<file path="src/rtl/mandelbrot_pkg.sv">
// Shared definitions for the Mandelbrot point iterator.
//   - Default coordinate / iteration-counter widths.
//   - Controller state encoding.
//   - Fixed-point constants for the default 2.(WIDTH-2) format.
//   - fx_four_sq(): the value 4.0 expressed at product scale (2*(width-2) fraction bits),
//     used as the |z|^2 escape radius.
package mandelbrot_pkg;

   localparam int DEF_WIDTH      = 8;
   localparam int DEF_ITER_WIDTH = 6;

   typedef enum logic [1:0] {
      StIdle,
      StRun,
      StDone
   } state_e;

   localparam logic [DEF_WIDTH-1:0] ONE       = DEF_WIDTH'(1 << (DEF_WIDTH - 2));
   localparam logic [DEF_WIDTH-1:0] MINUS_TWO = DEF_WIDTH'(-(2 << (DEF_WIDTH - 2)));

   function automatic int fx_four_sq(input int width);
      return 4 << (2 * (width - 2));
   endfunction

endpackage

</file>
<file path="src/rtl/mandelbrot_iterator_if.sv">
// Handshake bundle between the coordinate generator, the iterator and the colour stage.
//   Request : in_valid, in_ready, in_cr, in_ci, in_max_iter
//   Result  : out_valid, out_ready, out_iter, out_escaped
// Modports: master = point source / result sink, slave = iterator.
interface mandelbrot_iterator_if
   import mandelbrot_pkg::*;
#(
   parameter int WIDTH      = DEF_WIDTH,
   parameter int ITER_WIDTH = DEF_ITER_WIDTH
) ();

   logic                  in_valid;
   logic                  in_ready;
   logic [WIDTH-1:0]      in_cr;
   logic [WIDTH-1:0]      in_ci;
   logic [ITER_WIDTH-1:0] in_max_iter;
   logic                  out_valid;
   logic                  out_ready;
   logic [ITER_WIDTH-1:0] out_iter;
   logic                  out_escaped;

   modport master (
      output in_valid, in_cr, in_ci, in_max_iter, out_ready,
      input  in_ready, out_valid, out_iter, out_escaped
   );

   modport slave (
      input  in_valid, in_cr, in_ci, in_max_iter, out_ready,
      output in_ready, out_valid, out_iter, out_escaped
   );

endinterface

</file>
<file path="src/rtl/mandelbrot_alu.sv">
// Combinational Mandelbrot step: (out_zr, out_zi) = z^2 + c in signed 2.(WIDTH-2).
// Ports:
//   cr, ci, zr, zi   in  WIDTH  c and current z
//   out_zr, out_zi   out WIDTH  next z (truncated to WIDTH)
//   size             out 1      |z|^2 > 4 for the current z
//   overflow         out 1      next z does not fit in WIDTH bits
module mandelbrot_alu
   import mandelbrot_pkg::*;
#(
   parameter int WIDTH = DEF_WIDTH
) (
   input  logic signed [WIDTH-1:0] cr,
   input  logic signed [WIDTH-1:0] ci,
   input  logic signed [WIDTH-1:0] zr,
   input  logic signed [WIDTH-1:0] zi,
   output logic signed [WIDTH-1:0] out_zr,
   output logic signed [WIDTH-1:0] out_zi,
   output logic                    size,
   output logic                    overflow
);

   // Wide enough for squares, their sum and the doubled cross term without loss.
   localparam int PW = 2 * WIDTH + 2;
   localparam logic signed [PW-1:0] FOUR = PW'(fx_four_sq(WIDTH));

   logic signed [PW-1:0] zr_w, zi_w, cr_w, ci_w;
   logic signed [PW-1:0] zr2, zi2, zrzi, re_full, im_full, mag;
   logic                 re_fits, im_fits;

   assign zr_w = {{(PW - WIDTH){zr[WIDTH-1]}}, zr};
   assign zi_w = {{(PW - WIDTH){zi[WIDTH-1]}}, zi};
   assign cr_w = {{(PW - WIDTH){cr[WIDTH-1]}}, cr};
   assign ci_w = {{(PW - WIDTH){ci[WIDTH-1]}}, ci};

   assign zr2  = zr_w * zr_w;
   assign zi2  = zi_w * zi_w;
   assign zrzi = zr_w * zi_w;

   // Products carry 2*(WIDTH-2) fraction bits; arithmetic shift rescales (floor).
   assign re_full = ((zr2 - zi2) >>> (WIDTH - 2)) + cr_w;
   assign im_full = ((zrzi <<< 1) >>> (WIDTH - 2)) + ci_w;
   assign mag     = zr2 + zi2;

   // In range when every bit above the WIDTH-bit sign equals that sign.
   assign re_fits = (&re_full[PW-1:WIDTH-1]) | ~(|re_full[PW-1:WIDTH-1]);
   assign im_fits = (&im_full[PW-1:WIDTH-1]) | ~(|im_full[PW-1:WIDTH-1]);

   assign out_zr   = re_full[WIDTH-1:0];
   assign out_zi   = im_full[WIDTH-1:0];
   assign size     = mag > FOUR;
   assign overflow = ~(re_fits & im_fits);

endmodule

</file>
<file path="src/rtl/mandelbrot_iterator.sv">
// Iteration controller for one Mandelbrot point: accepts c, iterates z <- z^2 + c from 0
// until escape (size/overflow) or the iteration limit, then presents the result.
// Ports:
//   clk   in  clock
//   rst   in  synchronous active-high reset
//   bus   mandelbrot_iterator_if.slave (request and result handshakes)
// Build option: define MANDEL_PIPE_EN to register the ALU outputs, making each step two
// cycles (calc, then update). Results are identical in both builds.
module mandelbrot_iterator
   import mandelbrot_pkg::*;
#(
   parameter int WIDTH      = DEF_WIDTH,
   parameter int ITER_WIDTH = DEF_ITER_WIDTH
) (
   input logic                 clk,
   input logic                 rst,
   mandelbrot_iterator_if.slave bus
);

   state_e                  state;
   logic signed [WIDTH-1:0] cr, ci, zr, zi;
   logic [ITER_WIDTH-1:0]   max_iter, iter, iter_inc;
   logic                    in_ready_q, out_valid_q, out_escaped_q;
   logic [ITER_WIDTH-1:0]   out_iter_q;

   logic signed [WIDTH-1:0] alu_zr, alu_zi;
   logic                    alu_size, alu_ovf;
   logic signed [WIDTH-1:0] step_zr, step_zi;
   logic                    step_esc, do_step;

   mandelbrot_alu #(
      .WIDTH (WIDTH)
   ) u_alu (
      .cr       (cr),
      .ci       (ci),
      .zr       (zr),
      .zi       (zi),
      .out_zr   (alu_zr),
      .out_zi   (alu_zi),
      .size     (alu_size),
      .overflow (alu_ovf)
   );

`ifdef MANDEL_PIPE_EN
   logic                    calc_q;
   logic signed [WIDTH-1:0] pipe_zr, pipe_zi;
   logic                    pipe_esc;

   assign step_zr  = pipe_zr;
   assign step_zi  = pipe_zi;
   assign step_esc = pipe_esc;
   assign do_step  = (state == StRun) && !calc_q;

   // Calc cycles capture the ALU; update cycles consume the capture.
   always_ff @(posedge clk) begin
      if (rst) begin
         calc_q   <= 1'b0;
         pipe_zr  <= '0;
         pipe_zi  <= '0;
         pipe_esc <= 1'b0;
      end else if (state == StIdle) begin
         calc_q <= 1'b1;
      end else if (state == StRun) begin
         calc_q <= ~calc_q;
         if (calc_q) begin
            pipe_zr  <= alu_zr;
            pipe_zi  <= alu_zi;
            pipe_esc <= alu_size | alu_ovf;
         end
      end
   end
`else
   assign step_zr  = alu_zr;
   assign step_zi  = alu_zi;
   assign step_esc = alu_size | alu_ovf;
   assign do_step  = (state == StRun);
`endif

   // Cannot wrap: iter < max_iter <= 2^ITER_WIDTH-1 whenever a step is applied.
   assign iter_inc = iter + ITER_WIDTH'(1);

   always_ff @(posedge clk) begin
      if (rst) begin
         state         <= StIdle;
         cr            <= '0;
         ci            <= '0;
         zr            <= '0;
         zi            <= '0;
         max_iter      <= '0;
         iter          <= '0;
         in_ready_q    <= 1'b1;
         out_valid_q   <= 1'b0;
         out_iter_q    <= '0;
         out_escaped_q <= 1'b0;
      end else begin
         case (state)
            StIdle: begin
               if (bus.in_valid) begin
                  cr         <= bus.in_cr;
                  ci         <= bus.in_ci;
                  max_iter   <= bus.in_max_iter;
                  zr         <= '0;
                  zi         <= '0;
                  iter       <= '0;
                  in_ready_q <= 1'b0;
                  if (bus.in_max_iter == '0) begin
                     out_iter_q    <= '0;
                     out_escaped_q <= 1'b0;
                     out_valid_q   <= 1'b1;
                     state         <= StDone;
                  end else begin
                     state <= StRun;
                  end
               end
            end
            StRun: begin
               if (do_step) begin
                  if (step_esc) begin
                     // Escape wins over the limit; z keeps its last in-bounds value.
                     out_iter_q    <= iter;
                     out_escaped_q <= 1'b1;
                     out_valid_q   <= 1'b1;
                     state         <= StDone;
                  end else begin
                     zr   <= step_zr;
                     zi   <= step_zi;
                     iter <= iter_inc;
                     if (iter_inc == max_iter) begin
                        out_iter_q    <= max_iter;
                        out_escaped_q <= 1'b0;
                        out_valid_q   <= 1'b1;
                        state         <= StDone;
                     end
                  end
               end
            end
            StDone: begin
               if (bus.out_ready) begin
                  out_valid_q <= 1'b0;
                  in_ready_q  <= 1'b1;
                  state       <= StIdle;
               end
            end
            default: state <= StIdle;
         endcase
      end
   end

   assign bus.in_ready    = in_ready_q;
   assign bus.out_valid   = out_valid_q;
   assign bus.out_iter    = out_iter_q;
   assign bus.out_escaped = out_escaped_q;

endmodule

</file>
<file path="src/flat_wrapper.sv">
// flat-port wrapper written by rule: the top's interface ports become plain ports
module mandelbrot_iterator_flat import mandelbrot_pkg::*;
#(
   parameter int WIDTH      = DEF_WIDTH,
   parameter int ITER_WIDTH = DEF_ITER_WIDTH
)
  (clk, rst, bus_in_valid, bus_in_cr, bus_in_ci, bus_in_max_iter, bus_out_ready, bus_in_ready, bus_out_valid, bus_out_iter, bus_out_escaped);
  mandelbrot_iterator_if #(.WIDTH(WIDTH), .ITER_WIDTH(ITER_WIDTH)) bus_i ();
  input logic clk;
  input logic rst;
  input wire logic [$bits(bus_i.in_valid)-1:0] bus_in_valid;
  input wire logic [$bits(bus_i.in_cr)-1:0] bus_in_cr;
  input wire logic [$bits(bus_i.in_ci)-1:0] bus_in_ci;
  input wire logic [$bits(bus_i.in_max_iter)-1:0] bus_in_max_iter;
  input wire logic [$bits(bus_i.out_ready)-1:0] bus_out_ready;
  output wire logic [$bits(bus_i.in_ready)-1:0] bus_in_ready;
  output wire logic [$bits(bus_i.out_valid)-1:0] bus_out_valid;
  output wire logic [$bits(bus_i.out_iter)-1:0] bus_out_iter;
  output wire logic [$bits(bus_i.out_escaped)-1:0] bus_out_escaped;
  assign bus_i.in_valid = bus_in_valid;
  assign bus_i.in_cr = bus_in_cr;
  assign bus_i.in_ci = bus_in_ci;
  assign bus_i.in_max_iter = bus_in_max_iter;
  assign bus_i.out_ready = bus_out_ready;
  assign bus_in_ready = bus_i.in_ready;
  assign bus_out_valid = bus_i.out_valid;
  assign bus_out_iter = bus_i.out_iter;
  assign bus_out_escaped = bus_i.out_escaped;
  mandelbrot_iterator #(.WIDTH(WIDTH), .ITER_WIDTH(ITER_WIDTH)) u_core (.clk(clk), .rst(rst), .bus(bus_i));
endmodule
</file>
<file path="config.mk">
export PLATFORM = sky130hd
export DESIGN_NAME = mandelbrot_iterator_flat
export DESIGN_NICKNAME = d
export VERILOG_FILES = /design/src/rtl/mandelbrot_pkg.sv /design/src/rtl/mandelbrot_iterator_if.sv /design/src/rtl/mandelbrot_alu.sv /design/src/rtl/mandelbrot_iterator.sv /design/src/flat_wrapper.sv
export SDC_FILE = /design/constraint.sdc
export NUM_CORES = 1
export LEC_CHECK = 0
export ABC_AREA = 0
export CORE_MARGIN = 2
export CORE_UTILIZATION = 50
export CTS_CLUSTER_DIAMETER = 50
export DETAILED_ROUTE_END_ITERATION = 8
export PLACE_DENSITY = 0.67
export SETUP_SLACK_MARGIN = 0.4
export SLEW_MARGIN = 20
export SYNTH_ARGS = -nofsm -noshare
export SYNTH_HDL_FRONTEND = slang
export SYNTH_SLANG_ARGS = --single-unit
</file>
<file path="constraint.sdc">
create_clock -name clk -period 21.5 [get_ports clk]
set_clock_uncertainty 0.05 [all_clocks]
set_input_delay 4.3 -clock clk [delete_from_list [all_inputs] [get_ports clk]]
set_output_delay 4.3 -clock clk [all_outputs]
set_load 0.01 [all_outputs]
</file>
==> flow_summary_export.csv <==
group,metric,value,unit
run_status,status,"completed",
finish,finalNetCount,1628,
cts,htree_levels,2,
cts,clk_pin_slew_worst_paths,0.07,ns
place,portBuffers,34,
synthesis,syn_nets,1638,
route,wl_per_cell,15.8,µm
worst_setup_path,start_kind,"flip-flop",
grt,overflow,0,
timing,rsz0062_at_grt,"no",
synthesis,async_flop_share,0,%
cts,cts_sinks,55,
floorplanning,die-area,0.0238,mm²
timing,post-route-period-util,41.8,%
worst_setup_path,r2r_start,"u_core.zi[7]$_SDFFE_PP0P_",
worst_setup_path,r2r_end,"u_core.iter[3]$_SDFFE_PP0P_",
route,dr.pass1.iters,5,
route,num_vias,8808,
route,drcViolationCount,0,
grt,grt_pass1_vias,8911,
cts,cts_tree,"built",
place,dp.final_hpwl,20.6,mm
hold_path,hold_path.class,"flip-flop to flip-flop",
cts,cts_buffers,5,
worst_setup_path,cp_max_fo,21,
synthesis,syn_inst,1337,
cts,cts_root_buffer,"clkbuf_16",
timing,setup_viol,0,
grt,grt_pass1_wl,43.8,mm
grt,antenna_found_initial,0,
synthesis,synth_warnings,0,
hold_path,worstHoldStart,"u_core.cr[0]$_SDFFE_PP0P_",
worst_setup_path,slowest_stage,"a211o_1",
timing,hold_violations,0,
worst_setup_path,cpPeakStageDelay,0.87,ns
power_and_ir_drop,intPower,0.192,mW
floorplanning,io_pins,35,
floorplanning,fp-row-count,55,
timing,drv_slew,0,
power_and_ir_drop,p_comb_share,35.3,%
synthesis,ys_seq_elements,55,
route,ant_nets,0,
worst_setup_path,worstPathArrival,9.14,ns
synthesis,ys.flop_type,"dfxtp_1",
synthesis,syn_area,0.0113,mm²
route,via_per_inst,5.46,
route,drt_wl_total,25.5,mm
cts,cts.path.max_buffers,2,
synthesis,synth_top_area_share,25.5,%
timing,worst_pin_slew,1.05,ns
power_and_ir_drop,clkPwrFrac,27.1,%
power_and_ir_drop,seq_power_share,37.6,%
synthesis,yosysSeqAreaShare,9.74,%
worst_setup_path,crit_type,"flip-flop to flip-flop",
finish,syn_to_final_growth,5.70,%
timing,relSlewSlack,29.8,%
synthesis,yosysMostFrequentCell,"inv_1",
finish,drive_gt1_share,4.97,%
power_and_ir_drop,power_density,24.9,mW/mm²
grt,grtUsageTotal,22.3,%
timing,timing.hold.ws,0.416,ns
worst_setup_path,critPathMostFrequentCell,"a21oi_1",
synthesis,synthTopCellsByArea,"fa_1 (25%), ha_1 (14%), dfxtp_1 (9.7%), inv_1 (7.2%), xnor2_1 (6.2%)",
power_and_ir_drop,swShare,35.4,%
floorplanning,initial_utilization,50.4,%
synthesis,syn_avg_cell_area,8.46,µm²
power_and_ir_drop,p_sw,0.105,mW
route,drt_iter0_drc,458,
place,gp_congestion,0.826,
worst_setup_path,critPathRequiredTime,21.64,ns
floorplanning,core,0.0224,mm²
synthesis,synth.distinct_cells,72,
grt,grt_max_degree,50,
floorplanning,fp.dieW,154,µm
worst_setup_path,r2r_slack,12.51,ns
worst_setup_path,critPathCaptureType,"flip-flop",
cts,hold_buffers,0,
timing,max_freq,111,MHz
cts,clock_latency,0.30,ns
synthesis,synth_area_leader_cell,"fa_1",
finish,num_antenna_cells,0,
job,maxCapViolCount,0,
cts,ctsResizeCount,0,
hold_path,min_path_cells,2,
power_and_ir_drop,vdd.ir_drop.worst,0.0000326,V
power_and_ir_drop,leakage,5.65,nW
cts,cts_setup_buffers,0,
timing,tns,0,ns
floorplanning,chipHeight,154,µm
synthesis,synthTopCellsByCount,"inv_1 (216), fa_1 (144), ha_1 (131), nand2_1 (110), a21oi_1 (93)",
hold_path,hold_end,"u_core.cr[0]$_SDFFE_PP0P_",
worst_setup_path,worst_r2r_path_depth,31,
timing,period_minus_slack,8.99,ns
synthesis,synth_edf_count,0,
cell families (layout without fill, tap and decap cells):
family / count (synthesis) / after routing / synth area share (%)
and+or+nand+nor: 353 / 353 / 15.6
buffers and inverters: 279 / 270 / 9.66
adders and majority gates: 275 / 275 / 40.0
AOI/OAI and AO/OA: 272 / 272 / 16.9
xor gates and xnor gates: 98 / 98 / 7.59
DFF: 55 / 55 / 9.74
muxes: 5 / 5 / 0.465
layer usage:
metal	global-route usage [%]	routed length [µm]
met5	0	0
met4	2.69	204
met3	1.71	797
met2	37.6	12100
met1	32.4	12400
power by group through the flow:
stage	Clock [mW]	Combinational, mW	Sequential (mW)
CTS	0.0820	0.104	0.112
floorplan	0	0.0788	0.112
detailed placement	0	0.103	0.114
global placement	0	0.103	0.114
global route	0.0872	0.115	0.112
finish	0.0805	0.105	0.112
critical path, delay by kind of cell, from the launching register on:
family                   cells  cell delay, ns
AO/OA/AOI/OAI               13            3.36
adder cells (fa/ha/maj)      7            2.87
AND/OR/NAND/NOR              5            1.13
flip-flops                   1            0.79
buffers and inverters        4            0.45
XOR/XNOR                     2            0.27
state kept, by name, indices dropped and copies added (netlist names):
name	cells
u_core.bus.in_ready	1
u_core.bus.out_escaped	1
u_core.ci	8
u_core.iter	6
u_core.state	2
u_core.bus.out_valid	1
u_core.zr	8
u_core.bus.out_iter	6
u_core.zi	8
u_core.max_iter	6
u_core.cr	8
layout make-up:
class | instances | area, µm²
timing repair buffer | 46 | 425
inverter | 216 | 811
tap | 285 | 357
clock buffer | 5 | 125
fill | 2115 | 10500
clock inverter | 3 | 15.0
sequential | 55 | 1100
multi-input combinational | 1003 | 9120
how the worst max path moves through the flow:
stage	start	end	slack, ns	cells past startpoint
CTS	u_core.zi[7]$_SDFFE_PP0P_	u_core.iter[3]$_SDFFE_PP0P_	12.53	28
finish	u_core.zi[7]$_SDFFE_PP0P_	u_core.iter[3]$_SDFFE_PP0P_	12.51	31
floorplan	u_core.zi[1]$_SDFFE_PP0P_	u_core.iter[1]$_SDFFE_PP0P_	14.08	31
global route	u_core.zi[7]$_SDFFE_PP0P_	u_core.iter[3]$_SDFFE_PP0P_	11.73	30
detailed placement	u_core.zi[7]$_SDFFE_PP0P_	u_core.iter[3]$_SDFFE_PP0P_	12.57	31
global placement	u_core.zi[7]$_SDFFE_PP0P_	u_core.iter[2]$_SDFFE_PP0P_	12.87	28
placed cells by master, fill, tap and decap left out, types with 17 or more instances in the layout:
cell type | Yosys | final
nand2_1 | 110 | 110
inv_1 | 216 | 216
clkdlybuf4s50_1 | 0 | 33
fa_1 | 144 | 144
nor2_1 | 67 | 67
o21a_1 | 18 | 18
o211ai_2 | 17 | 17
ha_1 | 131 | 131
nand3_1 | 29 | 29
xnor2_1 | 80 | 80
dfxtp_1 | 55 | 55
o21ai_0 | 29 | 28
and2_1 | 51 | 51
nor2b_1 | 19 | 19
o21bai_1 | 18 | 18
xor2_1 | 18 | 18
a21oi_1 | 93 | 93
metrics by stage:
| step | total power [mW] | utilization, % | std cells | instance area, µm² | setup slack (ns) |
|---|---|---|---|---|---|
| after floorplan | 0.191 | - | 1337 | 11300 | 14.08 |
| after CTS | 0.298 | 53.3 | 1613 | 12000 | 12.53 |
| final | 0.297 | 53.3 | 1613 | 12000 | 12.51 |
| after detailed placement | 0.217 | 52.7 | 1605 | 11800 | 12.57 |
| after global placement | 0.217 | 52.7 | 1605 | 11800 | 12.87 |
| after global routing | 0.315 | 53.3 | 1613 | 12000 | 11.73 |
Note: power is estimated with default switching activity, not from simulation.
